### config.mk
export PLATFORM = sky130hd
export DESIGN_NAME = btn_event_ctrl
export DESIGN_NICKNAME = d
export VERILOG_FILES = /design/src/rtl/btn_evt_pkg.sv /design/src/rtl/btn_event_ctrl_press_timer.sv /design/src/rtl/btn_event_ctrl.sv
export SDC_FILE = /design/constraint.sdc
export NUM_CORES = 1
export LEC_CHECK = 0
export CAP_MARGIN = 20
export CORE_MARGIN = 4
export CORE_UTILIZATION = 52
export CTS_CLUSTER_SIZE = 30
export DETAILED_ROUTE_END_ITERATION = 10
export PLACE_DENSITY = 0.86
export SYNTH_ARGS = -nofsm -noshare
export SYNTH_HDL_FRONTEND = slang
export SYNTH_SLANG_ARGS = --single-unit
### constraint.sdc
create_clock -name i_clk -period 2.5 [get_ports i_clk]
set_input_delay 0.25 -clock i_clk [delete_from_list [all_inputs] [get_ports i_clk]]
set_output_delay 0.25 -clock i_clk [all_outputs]
set_load 0.1 [all_outputs]
### src/rtl/btn_evt_pkg.sv
// Shared constants for the button press-event scheduler: event codes,
// FSM state encoding and a small parameter helper.
package btn_evt_pkg;

  localparam logic [1:0] EVT_SHORT  = 2'b00;
  localparam logic [1:0] EVT_LONG   = 2'b01;
  localparam logic [1:0] EVT_REPEAT = 2'b10;

  typedef enum logic [1:0] {
    ST_IDLE   = 2'b00,
    ST_HELD   = 2'b01,
    ST_REPEAT = 2'b10
  } state_e;

  function automatic int max_int(input int a, input int b);
    return (a > b) ? a : b;
  endfunction

endpackage

### src/rtl/btn_event_ctrl_press_timer.sv
// Hold-time counter: cleared or advanced by the FSM. The hit output flags
// the last cycle before the programmed limit is reached.
module press_timer #(
  parameter int W = 4
) (
  input  logic         clk,
  input  logic         rst_n,
  input  logic         clear,
  input  logic         enable,
  input  logic [W-1:0] limit,
  output logic         hit
);

  logic [W-1:0] cnt_r;

  // Hold counter: clear wins over enable; otherwise the count is held.
  always_ff @(posedge clk or negedge rst_n) begin
    if (!rst_n) begin
      cnt_r <= '0;
    end else if (clear) begin
      cnt_r <= '0;
    end else if (enable) begin
      cnt_r <= cnt_r + W'(1);
    end else begin
      cnt_r <= cnt_r;
    end
  end

  assign hit = (cnt_r == (limit - W'(1)));

endmodule

### src/rtl/btn_event_ctrl.sv
// Tracks one debounced button at a time, classifies the press as SHORT,
// LONG or auto-REPEAT and hands events out through a valid/ready register.
module btn_event_ctrl
  import btn_evt_pkg::*;
#(
  parameter int N_BTN         = 5,
  parameter int LONG_CYCLES   = 50_000_000,
  parameter int REPEAT_CYCLES = 10_000_000
) (
  input  logic                     i_clk,
  input  logic                     i_rst_n,
  input  logic [N_BTN-1:0]         i_btn,
  input  logic                     i_evt_ready,
  input  logic                     i_ovf_clr,
  output logic                     o_evt_valid,
  output logic [$clog2(N_BTN)-1:0] o_evt_id,
  output logic [1:0]               o_evt_type,
  output logic                     o_busy,
  output logic                     o_overflow
);

  localparam int IW = $clog2(N_BTN);
  localparam int CW = $clog2(max_int(LONG_CYCLES, REPEAT_CYCLES) + 1);
  localparam logic [CW-1:0] LONG_LIM = CW'(LONG_CYCLES);
  localparam logic [CW-1:0] REP_LIM  = CW'(REPEAT_CYCLES);
  localparam logic          REP_EN   = (REPEAT_CYCLES != 0);

  logic [N_BTN-1:0] btn_q_r;
  logic [N_BTN-1:0] edge_s;
  logic [IW-1:0]    first_s;
  logic [IW-1:0]    sel_r;
  logic             held_s;
  state_e           state_r;
  state_e           state_nxt_s;
  logic             hit_s;
  logic             clear_s;
  logic             enable_s;
  logic [CW-1:0]    limit_s;
  logic             emit_s;
  logic [1:0]       emit_type_s;
  logic             evt_valid_r;
  logic [IW-1:0]    evt_id_r;
  logic [1:0]       evt_type_r;
  logic             busy_r;
  logic             ovf_r;
  logic             ovf_set_s;

  // Previous button levels; all ones so buttons held through reset need a fresh press.
  always_ff @(posedge i_clk or negedge i_rst_n) begin
    if (!i_rst_n) begin
      btn_q_r <= '1;
    end else begin
      btn_q_r <= i_btn;
    end
  end

  assign edge_s = i_btn & ~btn_q_r;
  assign held_s = i_btn[sel_r];

  // Lowest-index rising edge wins.
  always_comb begin
    first_s = '0;
    for (int i = N_BTN - 1; i >= 0; i--) begin
      first_s = edge_s[i] ? IW'(i) : first_s;
    end
  end

  // Latch the tracked button when a press starts from idle.
  always_ff @(posedge i_clk or negedge i_rst_n) begin
    if (!i_rst_n) begin
      sel_r <= '0;
    end else if ((state_r == ST_IDLE) && (|edge_s)) begin
      sel_r <= first_s;
    end else begin
      sel_r <= sel_r;
    end
  end

  // FSM state register and registered busy flag.
  always_ff @(posedge i_clk or negedge i_rst_n) begin
    if (!i_rst_n) begin
      state_r <= ST_IDLE;
      busy_r  <= 1'b0;
    end else begin
      state_r <= state_nxt_s;
      busy_r  <= (state_nxt_s != ST_IDLE);
    end
  end

  // Next-state logic; release always beats the threshold.
  always_comb begin
    state_nxt_s = state_r;
    case (state_r)
      ST_IDLE: begin
        if (|edge_s) begin
          state_nxt_s = ST_HELD;
        end else begin
          state_nxt_s = ST_IDLE;
        end
      end
      ST_HELD: begin
        if (!held_s) begin
          state_nxt_s = ST_IDLE;
        end else if (hit_s) begin
          state_nxt_s = ST_REPEAT;
        end else begin
          state_nxt_s = ST_HELD;
        end
      end
      ST_REPEAT: begin
        if (!held_s) begin
          state_nxt_s = ST_IDLE;
        end else begin
          state_nxt_s = ST_REPEAT;
        end
      end
      default: state_nxt_s = ST_IDLE;
    endcase
  end

  // FSM outputs: event emission and timer control.
  always_comb begin
    emit_s      = 1'b0;
    emit_type_s = EVT_SHORT;
    clear_s     = 1'b1;
    enable_s    = 1'b0;
    limit_s     = LONG_LIM;
    case (state_r)
      ST_IDLE: begin
        clear_s = 1'b1;
      end
      ST_HELD: begin
        limit_s = LONG_LIM;
        if (!held_s) begin
          emit_s      = 1'b1;
          emit_type_s = EVT_SHORT;
        end else if (hit_s) begin
          emit_s      = 1'b1;
          emit_type_s = EVT_LONG;
        end else begin
          clear_s  = 1'b0;
          enable_s = 1'b1;
        end
      end
      ST_REPEAT: begin
        limit_s = REP_LIM;
        if (!held_s) begin
          clear_s = 1'b1;
        end else if (REP_EN && hit_s) begin
          emit_s      = 1'b1;
          emit_type_s = EVT_REPEAT;
        end else begin
          clear_s  = 1'b0;
          enable_s = REP_EN;
        end
      end
      default: begin
        clear_s = 1'b1;
      end
    endcase
  end

  press_timer #(.W(CW)) u_timer (
    .clk    (i_clk),
    .rst_n  (i_rst_n),
    .clear  (clear_s),
    .enable (enable_s),
    .limit  (limit_s),
    .hit    (hit_s)
  );

  // Event register: loads when free or being drained, otherwise holds its contents.
  always_ff @(posedge i_clk or negedge i_rst_n) begin
    if (!i_rst_n) begin
      evt_valid_r <= 1'b0;
      evt_id_r    <= '0;
      evt_type_r  <= EVT_SHORT;
    end else if (emit_s && (!evt_valid_r || i_evt_ready)) begin
      evt_valid_r <= 1'b1;
      evt_id_r    <= sel_r;
      evt_type_r  <= emit_type_s;
    end else if (evt_valid_r && i_evt_ready) begin
      evt_valid_r <= 1'b0;
    end else begin
      evt_valid_r <= evt_valid_r;
    end
  end

  assign ovf_set_s = emit_s & evt_valid_r & ~i_evt_ready;

  // Sticky overflow; a new drop outranks a clear in the same cycle.
  always_ff @(posedge i_clk or negedge i_rst_n) begin
    if (!i_rst_n) begin
      ovf_r <= 1'b0;
    end else if (ovf_set_s) begin
      ovf_r <= 1'b1;
    end else if (i_ovf_clr) begin
      ovf_r <= 1'b0;
    end else begin
      ovf_r <= ovf_r;
    end
  end

  assign o_evt_valid = evt_valid_r;
  assign o_evt_id    = evt_id_r;
  assign o_evt_type  = evt_type_r;
  assign o_busy      = busy_r;
  assign o_overflow  = ovf_r;

endmodule

Word-level counts from Yosys, hierarchy flattened
Cells that the tools add are included.
Widths: inputs -> output; s select.

word-level totals
  register bits = 44
  logic and storage cells = 64
  output and inout bits = 8

cells by class
  order comparisons = 1
  equal/unequal tests = 3
  bitwise logic cells = 5
  $add $sub $neg = 2
  muxes and demuxes = 32
  reductions and logical operators = 12

operator list
  kind                   number
  $mux 26                3
  $add 26x1->26 const B  1
  $eq 26x26->1           1
  $sub 26x1->26 const B  1
  $mux 1                 15
  $mux 3                 5
  $mux 2                 5
  $reduce_bool 2->1      4
  $pmux 2 s3             1
  $and 5x5->5            1
  $not 5->5              1
  $reduce_or 5->1        1
  $lt 3x4->1 const B     1
  $pmux 2 s2             1
  $bmux 1 s3             1
  $logic_and 1x1->1      3
  $and 1x1->1            2
  $eq 2x1->1 const B     1
  $eq 2x2->1 const B     1
  $logic_not 2->1        1
  $pmux 1 s2             1
  $reduce_or 2->1        1
  $logic_not 1->1        1
  $logic_or 1x1->1       1
  $not 1->1              1

Longest topological paths before layout
Gate-level depths: netlist of the first run.

  depth in word-level cells = 10
  depth in mapped cells = 9
  gate-level depth less buffers = 8

Hierarchy
Synthesis of the first run repeated with hierarchy kept, for this count alone.

unflattened totals
  cells, all modules = 355
  area total of the unflattened synthesis = 3099.2 um^2

modules (own cells, without submodules)
  module          sequential area each (um^2)  area each (um^2)  cells each  times used
  press_timer     650.6                        2184.6            272         1
  btn_event_ctrl  456.7                        914.6             83          1

Worst setup path after synthesis of the first run
Ideal clock, no wire load.

  path kind = flip-flop to flip-flop
  start = register u_timer.cnt_r[14]
  end = register evt_id_r[0] (netlist: o_evt_id[0])
  clock period less this slack = 2.569 ns
  path slack = -0.069 ns
  arrival time = 2.442 ns
  required time = 2.374 ns
  cell stages (with the launch flop) = 8
  buffers on the path = 1
  path through = dfrtp_1 or4_1 or3_4 a2111oi_4 o221ai_2 nor2b_2 buf_6 mux2_4

between the ends
  longest elaborated chain between the ends = 5
  elaborated cells between the ends (all ways) = 6
  those cells by class = 1 x eq/ne; 4 x mux; 1 x reduce/logical

ends and longest elaborated chain
  what                    line                                          text
  start, declared         btn_event_ctrl_press_timer.sv:14              logic [W-1:0] cnt_r;
  start signal, assigned  btn_event_ctrl_press_timer.sv:23              cnt_r <= cnt_r + W'(1);
  start signal, assigned  btn_event_ctrl_press_timer.sv:25              cnt_r <= cnt_r;
  $eq 26x26->1 (*)        btn_event_ctrl_press_timer.sv:29              assign hit = (cnt_r == (limit - W'(1)));
  $mux 1 (*)              btn_event_ctrl.sv:137, btn_event_ctrl.sv:149
  $mux 1                  btn_event_ctrl.sv:147                         if (!held_s) begin
  $pmux 1 s2 (*)          btn_event_ctrl.sv:128                         case (state_r)
  $logic_and 1x1->1 (*)   btn_event_ctrl.sv:178                         end else if (emit_s && (!evt_valid_r || i_evt_ready)) begin
  end signal, assigned    btn_event_ctrl.sv:180                         evt_id_r <= sel_r;
  end, declared           btn_event_ctrl.sv:42                          logic [IW-1:0] evt_id_r;

Mark *: on every way between the ends. The rest lies on a longest branch, timed or not.
A chain may end at the register's enable or synchronous reset.

Worst setup path after layout of the first run
  start = register u_timer.cnt_r[14]
  end = register evt_id_r[2] (netlist: o_evt_id[2])

The elaborated chain is that of the path after synthesis.

==> flow_metrics.tcl, run 1 <==
set metrics [dict create \
    grt_max_degree 45 \
    finalPower_w 0.002336 \
    vias_per_cell 5.419 \
    start_kind "flop" \
    critPathMaxFanout 5 \
    fp.dieArea_sq_um 5248 \
    drv_slew 0 \
    die_x_um 72.45 \
    layout-drive-gt1-share 0.2154 \
    gp_congestion 0.8102 \
    async_reset_ff_frac 1.000 \
    cp_data_required_time_ns 2.68 \
    max_stage_delay_ns 0.53 \
    clk_latency_ns 0.30 \
    synth_cells 211 \
    crit_family "simple AND/OR/NAND/NOR gates" \
    n_fill_cell 300 \
    crit_cells 6 \
    cts_tree "yes" \
    fin_ws_ns -0.006429 \
    drt_first_pass_iters 4 \
    violations "negative setup slack" \
    fin_crit_ns 2.506 \
    die_h_um 72.45 \
    grt_pass1_vias 1625 \
    ys_ff_latch 44 \
    pin_count 17 \
    hold_path.class "primary input to asynchronous set/reset pin" \
    worstMarginPinSlew_ns 0.9266 \
    yosysTopAreaCell "dfrtp_1" \
    synth.most_common_cell "nor2_1" \
    p_per_area_nw_per_um2 904.1 \
    ant_nets 0 \
    end_kind "flop" \
    final_core_util 0.6459 \
    drtIter0Drc 88 \
    cts_max_level 2 \
    finalCritPeriodShare 1.003 \
    num_vias 1604 \
    peakVddDrop_mv 0.5008 \
    crit_buf_inv 0 \
    synth_edf_count 0 \
    clkSinkCount 44 \
    crit_path_end "o_evt_id[2]" \
    postSynthNetCount 225 \
    cts_made_buffers 5 \
    synthDistinctLibCells 38 \
    core_area_sq_um 4000 \
    relSlewSlack 0.3823 \
    clkSlewWorstSetupHoldPaths_ns 0.08 \
    post_drt_wl_per_cell_um 14.68 \
    hpwl_mm 2.982 \
    r2r_cells 6 \
    yosysSeqAreaShare 0.5127 \
    drv_cap 0 \
    syn-cell-area_sq_um 2160 \
    grt.total_usage 0.1850 \
    status "complete, but fails checks" \
    grt_pass1_wl_mm 7.617 \
    hold_viol_final 0 \
    start_util 0.5399 \
    cp.arrival_ns 2.69 \
    grt_overflow 0 \
    r2r_slack_ns -0.006 \
    r2r-start "u_timer.cnt_r[14]" \
    n_antenna_cell 0 \
    netlist.area_leader.share 0.4519 \
    fin_tns_setup_ns -0.006429 \
    wirelength_mm 4.345 \
    fmax_mhz 399.0 \
    syn_to_final_growth_pct 19.64 \
    synth_flop_cell "dfrtp_1" \
    clk_path_buf_depth 2 \
    crit_chain "or4_4 -> or3_4 -> a2111oi_4 -> o221ai_2 -> nor2b_4 -> mux2_4" \
    rows 23 \
    drc 0 \
    cts-hold-fix-buffers 0 \
    port_buffers 16 \
    p_leak_nw 1.112 \
    rsz0062_at_grt "true" \
    antenna_found_initial 0 \
    clock-root-buffer "clkbuf_8" \
    place_ws_ns -0.07595 \
    whs_ns 0.08386 \
    worstSetupPathType "flop to flop" \
    synthTopCellsByCount "43 x nor2_1, 39 x dfrtp_1, 16 x nand2_1" \
    fin_nets 259 \
    critPathSlowestCell "or4_4" \
    finalSetupViolations 1 \
    avgSynthCellArea_sq_um 10.23 \
    reg2reg_to "o_evt_id[2]" \
    yosys_warnings 0 \
    cp-startpoint "u_timer.cnt_r[14]" \
    skew_ns 0.008579 \
    yosys-top-cells-area "dfrtp_1 45%, nor2_1 7.5%, dfstp_2 6.1%" \
]
-- worst min-delay path by stage --
| stage | from | end | slack, ns | depth (start not counted) |
|---|---|---|---|---|
| after CTS | i_rst_n | u_timer.cnt_r[2] | 0.12 | 1 |
| after detailed placement | i_rst_n | u_timer.cnt_r[20] | 0.45 | 1 |
| after global placement | i_rst_n | u_timer.cnt_r[19] | 0.43 | 1 |
| after floorplan | i_rst_n | o_busy | -0.05 | 0 |
| after global routing | i_rst_n | state_r[1] | 0.18 | 1 |
| final | i_rst_n | u_timer.cnt_r[20] | 0.08 | 1 |
-- timing repair --
action,4_1_cts,5_1_grt
buffers inserted,1,2
pin swaps,0,2
setup endpoints to repair,4,30
hold endpoints to repair,0,0
resized for setup,1,2
cloned,0,0
-- final cells by class --
type | count | area [sq um] | share of cell area
clock buffers | 5 | 68.82 | 0.02663
clock inverters | 3 | 42.54 | 0.01646
inverters | 9 | 33.78 | 0.01308
multi-input cells | 154 | 1008 | 0.3903
flip-flops and latches | 44 | 1107 | 0.4286
well taps | 50 | 62.56 | 0.02421
repair buffers | 31 | 260.3 | 0.1007
-- per-layer routing --
metal	share of wire	vias to the layer above	global-route usage
met5	0	-	0
met4	0.019	0	0.06148
met3	0.032	9	0.03324
met2	0.49	35	0.2932
met1	0.45	779	0.2579
li1	-	781	-
-- metrics by stage --
stage / std cells / instance area [sq um]
5_1_grt: 296 / 2584
3_5_place_dp: 285 / 2435
2_1_floorplan: 211 / 2160
6_report: 296 / 2584
3_3_place_gp: 285 / 2435
4_1_cts: 294 / 2559
-- layout by cell type (no fill, tap or decap), drive strengths merged, types with 2 or more instances in the layout --
cell type / synthesis / layout
xnor2: 9 / 9
nand3: 14 / 14
clkbuf: 1 / 5
mux2: 6 / 6
nand4: 7 / 7
dfrtp: 39 / 39
nand2b: 2 / 2
ha: 5 / 5
inv: 9 / 9
clkdlybuf4s50: 0 / 7
o21ai: 4 / 4
nand2: 16 / 16
and3: 3 / 3
xor2: 15 / 15
and4: 2 / 2
a21oi: 2 / 2
nor4b: 3 / 3
dfstp: 5 / 5
nor2: 43 / 43
mux2i: 2 / 2
buf: 3 / 24
nor2b: 4 / 4
nor3: 5 / 5
-- sequential cells by signal, summed over array words and instances, names as in the netlist --
name / flops
o_overflow: 1
sel_r: 3
o_evt_id: 3
u_timer.cnt_r: 26
btn_q_r: 5
o_busy: 1
o_evt_valid: 1
o_evt_type: 2
state_r: 2
-- kinds of logic (layout without fill, tap and decap cells) --
logic type / after synthesis / after routing / synth area share
AOI/OAI and AO/OA: 12 / 12 / 0.04751
xor gates and xnor gates: 24 / 24 / 0.09734
adders and majority gates: 5 / 5 / 0.02897
buffers and inverters: 13 / 48 / 0.02723
DFF: 44 / 44 / 0.5127
muxes: 8 / 8 / 0.04751
and+or+nand+nor: 105 / 105 / 0.2387
-- power breakdown --
group / internal (W) / leakage [nW] / switching (W)
combinational: 0.000305 / 0.475 / 0.000616
clock: 0.000296 / 0.0541 / 0.000248
sequential: 0.000800 / 0.583 / 0.0000717
No activity file was read; power rests on OpenSTA's default activity.
==> inputs of run 2 (changes only) <==
- HOLD_SLACK_MARGIN: default -> 0.12
==> flow_metrics.tcl, run 2 (synthesized netlist as in run 1, its figures left out) <==
set metrics [dict create \
    status "complete, but fails checks" \
    violations "negative setup slack" \
    cts_tree "yes" \
    p_int_w 0.001401 \
    rsz0062_at_grt "true" \
    hold_path.class "primary input to flop" \
    layout_commonest_cell "nor2_1" \
    hold_viol_final 0 \
    grt_pass1_vias 1635 \
    max_stage_delay_ns 0.53 \
    end_kind "flop" \
    hold_path_depth 1 \
    final_core_util 0.6484 \
    stdcell_area_sq_um 2594 \
    placed_cells 285 \
    clkSlewWorstSetupHoldPaths_ns 0.09 \
    switching_share 0.4009 \
    critPathMaxFanout 5 \
    r2r-start "u_timer.cnt_r[14]" \
    dpl_cell_area_sq_um 2435 \
    post_drt_wl_per_cell_um 14.69 \
    critPathSlowestCell "or4_4" \
    die_h_um 72.45 \
    n_antenna_cell 0 \
    port_buffers 16 \
    comb_power_share 0.394 \
    hpwl_mm 2.982 \
    clkSinkCount 44 \
    p_leak_nw 1.116 \
    die_x_um 72.45 \
    start_util 0.5399 \
    drt_first_pass_iters 4 \
    drv_slew 0 \
    peakVddDrop_mv 0.5019 \
    drv_cap 0 \
    fin_ws_ns -0.007838 \
    relSlewSlack 0.3791 \
    drtIter0Drc 95 \
    clk_path_buf_depth 2 \
    cts_made_buffers 5 \
    p_seq_frac 0.373 \
    finalSetupViolations 1 \
    fin_crit_ns 2.508 \
    holdCritStartpoint "i_btn[1]" \
    fin_cells 297 \
    rows 23 \
    num_vias 1613 \
    grt_max_degree 45 \
    core_area_sq_um 4000 \
    layout-drive-gt1-share 0.2146 \
    grt_overflow 0 \
    layout_common_cells "43 x nor2_1, 39 x dfrtp_1, 22 x buf_4" \
    r2r_slack_ns -0.008 \
    crit_chain "or4_4 -> or3_4 -> a2111oi_4 -> o221ai_2 -> nor2b_4 -> mux2_4" \
    drc 0 \
    clockPowerShare 0.233 \
    antenna_found_initial 0 \
    largest_reg_flops 26 \
    power.switching_w 0.0009377 \
    whs_ns 0.3918 \
    worstMarginPinSlew_ns 0.9313 \
    wirelength_mm 4.364 \
    pin_count 17 \
    skew_ns 0.008659 \
    finalCritPeriodShare 1.003 \
    fin_tns_setup_ns -0.007838 \
    hold_end "btn_q_r[1]" \
    fmax_mhz 398.8 \
    syn_to_final_growth_pct 20.10 \
    p_per_area_nw_per_um2 901.8 \
    clock-root-buffer "clkbuf_8" \
    cts_max_level 2 \
    ant_nets 0 \
    r2r_cells 6 \
    top_register "u_timer.cnt_r" \
    top_regs "u_timer.cnt_r (26), btn_q_r (5)" \
    gp_congestion 0.8102 \
    reg2reg_to "o_evt_id[2]" \
    fin_nets 260 \
    crit_buf_inv 0 \
    worstSetupPathType "flop to flop" \
    grt_pass1_wl_mm 7.645 \
    cp.arrival_ns 2.69 \
    crit_family "simple AND/OR/NAND/NOR gates" \
    grt.total_usage 0.1856 \
    start_kind "flop" \
    vias_per_cell 5.431 \
    fp.dieArea_sq_um 5248 \
    cp_data_required_time_ns 2.68 \
    clk_latency_ns 0.30 \
]
## run 2: metrics by stage
stage / setup WS [ns] / total power [W]
3_5_place_dp: -0.07595 / 0.001755
2_1_floorplan: 0.004750 / 0.001506
6_report: -0.007838 / 0.002339
3_3_place_gp: 0.005978 / 0.001720
5_1_grt: -0.07244 / 0.002431
4_1_cts: 0.003662 / 0.002320
## run 2: repair_timing
action / in CTS / in global routing
setup buffers: 1 / 2
hold buffers: 1 / 0
gates cloned: 0 / 0
setup endpoints to repair: 4 / 30
hold endpoints to repair: 13 / 0
gates resized for setup: 1 / 2
pin swaps: 0 / 2
## run 2: layout make-up
type                       count  area [sq um]
clock buffer                   5         68.82
tap                           50         62.56
sequential                    44          1107
timing repair buffer          32         270.3
clock inverter                 3         42.54
fill                         299          1406
inverter                       9         33.78
multi-input combinational    154          1008
## run 2: how the worst max path moves through the flow
| stage | from | to | slack [ns] | cells past startpoint |
|---|---|---|---|---|
| after floorplan | u_timer.cnt_r[14] | o_evt_id[0] | 0.005 | 7 |
| after global placement | u_timer.cnt_r[14] | o_evt_id[0] | 0.006 | 6 |
| after detailed placement | u_timer.cnt_r[14] | o_evt_id[0] | -0.08 | 6 |
| after CTS | u_timer.cnt_r[14] | o_evt_id[2] | 0.004 | 6 |
| after global routing | u_timer.cnt_r[14] | o_evt_id[2] | -0.07 | 6 |
| final | u_timer.cnt_r[14] | o_evt_id[2] | -0.008 | 6 |
## run 2: worst register-to-register path, stage by stage, from the launching register on
cell and delay, ns:
dfrtp_1 0.40, or4_4 0.53, or3_4 0.39, a2111oi_4 0.35
o221ai_2 0.17, nor2b_4 0.24, mux2_4 0.32
## run 2: metal layers
metal	part of all wire	global-route usage	wire length [um]	up-vias
li1	-	-	-	783
met1	0.45	0.2579	1978	784
met2	0.49	0.2952	2159	37
met3	0.033	0.03324	145	9
met4	0.019	0.06148	81	0
met5	0	0	0	-
## run 2: power groups by stage
stage               clock, W  sequential (W)  combinational [W]
floorplan                  0         0.00115           0.000357
global placement           0        0.000876           0.000844
detailed placement         0        0.000882           0.000873
CTS                 0.000553        0.000869           0.000898
global route        0.000578        0.000880           0.000973
finish              0.000545        0.000871           0.000923
==> inputs of run 3 (changes only) <==
- CTS_CLUSTER_SIZE: 30 -> default
- RECOVER_POWER: default -> 100
==> flow_metrics.tcl, run 3 (synthesized netlist as in run 1, its figures left out) <==
set metrics [dict create \
    num_vias 1615 \
    finalSetupViolations 1 \
    crit_chain "or4_4 -> or3_4 -> a2111oi_4 -> o221ai_2 -> nor2b_4 -> mux2_4" \
    p_seq_frac 0.378 \
    drv_cap 0 \
    wirelength_mm 4.359 \
    top_register "u_timer.cnt_r" \
    crit_family "simple AND/OR/NAND/NOR gates" \
    power.switching_w 0.0009366 \
    ant_nets 0 \
    grt_pass1_vias 1635 \
    clockPowerShare 0.237 \
    fin_ws_ns -0.007988 \
    largest_reg_flops 26 \
    status "complete, but fails checks" \
    skew_ns 0.008537 \
    gp_congestion 0.8102 \
    worstMarginPinSlew_ns 1.180 \
    pin_count 17 \
    clkSlewWorstSetupHoldPaths_ns 0.09 \
    start_kind "flop" \
    switching_share 0.4070 \
    peakVddDrop_mv 0.5003 \
    core_area_sq_um 4000 \
    fin_nets 260 \
    fp.dieArea_sq_um 5248 \
    antenna_found_initial 0 \
    rows 23 \
    critPathSlowestCell "or4_4" \
    cp.arrival_ns 2.69 \
    fmax_mhz 398.7 \
    clock-root-buffer "clkbuf_8" \
    drv_slew 0 \
    syn_to_final_growth_pct 18.54 \
    p_int_w 0.001365 \
    crit_cells 6 \
    hpwl_mm 2.982 \
    rsz0062_at_grt "true" \
    p_leak_nw 1.082 \
    critPathMaxFanout 5 \
    place_ws_ns -0.07595 \
    max_stage_delay_ns 0.53 \
    drc 0 \
    r2r_cells 6 \
    drtIter0Drc 91 \
    layout-drive-gt1-share 0.1781 \
    crit_buf_inv 0 \
    comb_power_share 0.385 \
    cts_tree "yes" \
    clk_latency_ns 0.30 \
    layout_common_cells "43 x nor2_1, 39 x dfrtp_1, 16 x nand2_1" \
    finalCritPeriodShare 1.003 \
    start_util 0.5399 \
    clk_path_buf_depth 2 \
    grt_pass1_wl_mm 7.645 \
    fin_crit_ns 2.508 \
    vias_per_cell 5.438 \
    die_x_um 72.45 \
    cts_made_buffers 5 \
    grt_max_degree 45 \
    relSlewSlack 0.2167 \
    worstSetupPathType "flop to flop" \
    whs_ns 0.4850 \
    n_antenna_cell 0 \
    post_drt_wl_per_cell_um 14.68 \
    p_per_area_nw_per_um2 899.0 \
    hold_path_depth 2 \
    hold_path.class "primary input to flop" \
    top_regs "u_timer.cnt_r (26), btn_q_r (5)" \
    cp_data_required_time_ns 2.68 \
    clkSinkCount 44 \
    die_h_um 72.45 \
    grt.total_usage 0.1856 \
    violations "negative setup slack" \
    drt_first_pass_iters 4 \
    layout_commonest_cell "nor2_1" \
    end_kind "flop" \
    cts_max_level 2 \
    port_buffers 16 \
    grt_overflow 0 \
    hold_viol_final 0 \
]
## run 3: changes by cell type in the layout (fill, tap and decap cells not counted)
cell / change
buf_2: -1
clkdlybuf4s50_1: -4
clkbuf_2: +1
dlygate4sd3_1: +4
clkbuf_1: +9
buf_4: -9
## run 3: what timing repair did
action | 4_1_cts | 5_1_grt
pin swaps | 0 | 2
setup endpoints to repair | 4 | 30
hold buffers | 1 | 0
endpoints found under the hold margin | 13 | 0
cloned | 0 | 0
setup buffers | 1 | 2
resized for setup | 1 | 2
## run 3: metal layers
metal	part of all wire	track usage
met3	0.034	0.03324
met5	0	0
met2	0.49	0.2952
met1	0.45	0.2579
met4	0.019	0.06148
## run 3: per-stage QoR
step,setup TNS [ns],cells,instance area (sq um),total power [W],utilization
floorplan,0,211,2160,0.001506,-
global placement,0,285,2435,0.001720,0.6087
detailed placement,-0.3012,285,2435,0.001755,0.6087
global route,-0.3200,297,2560,0.002393,0.6400
finish,-0.007988,297,2560,0.002301,0.6400
CTS,0,295,2569,0.002320,0.6422
## run 3: power groups by stage
stage / clock network [W] / logic (W) / registers, W
final: 0.000545 / 0.000886 / 0.000870
after global routing: 0.000578 / 0.000936 / 0.000879
after CTS: 0.000553 / 0.000898 / 0.000869
after detailed placement: 0 / 0.000873 / 0.000882
after global placement: 0 / 0.000844 / 0.000876
after floorplan: 0 / 0.000357 / 0.00115
## run 3: worst paths after layout
path / endpoint / startpoint / slack (ns)
max: o_evt_id[2] / u_timer.cnt_r[14] / -0.008
min in group asynchronous: u_timer.cnt_r[20] / i_rst_n / 0.67
min: btn_q_r[3] / i_btn[3] / 0.48
max in group asynchronous: sel_r[2] / i_rst_n / 1.20
max reg2reg: o_evt_id[2] / u_timer.cnt_r[14] / -0.008
min reg2reg: u_timer.cnt_r[0] / u_timer.cnt_r[0] / 0.48
## run 3: final cells by class
type	count	area, sq um
fill	317	1440
sequential	44	1107
inverter	9	33.78
clock inverter	3	42.54
clock buffer	5	68.82
tap	50	62.56
timing repair buffer	32	236.5
multi-input combinational	154	1008
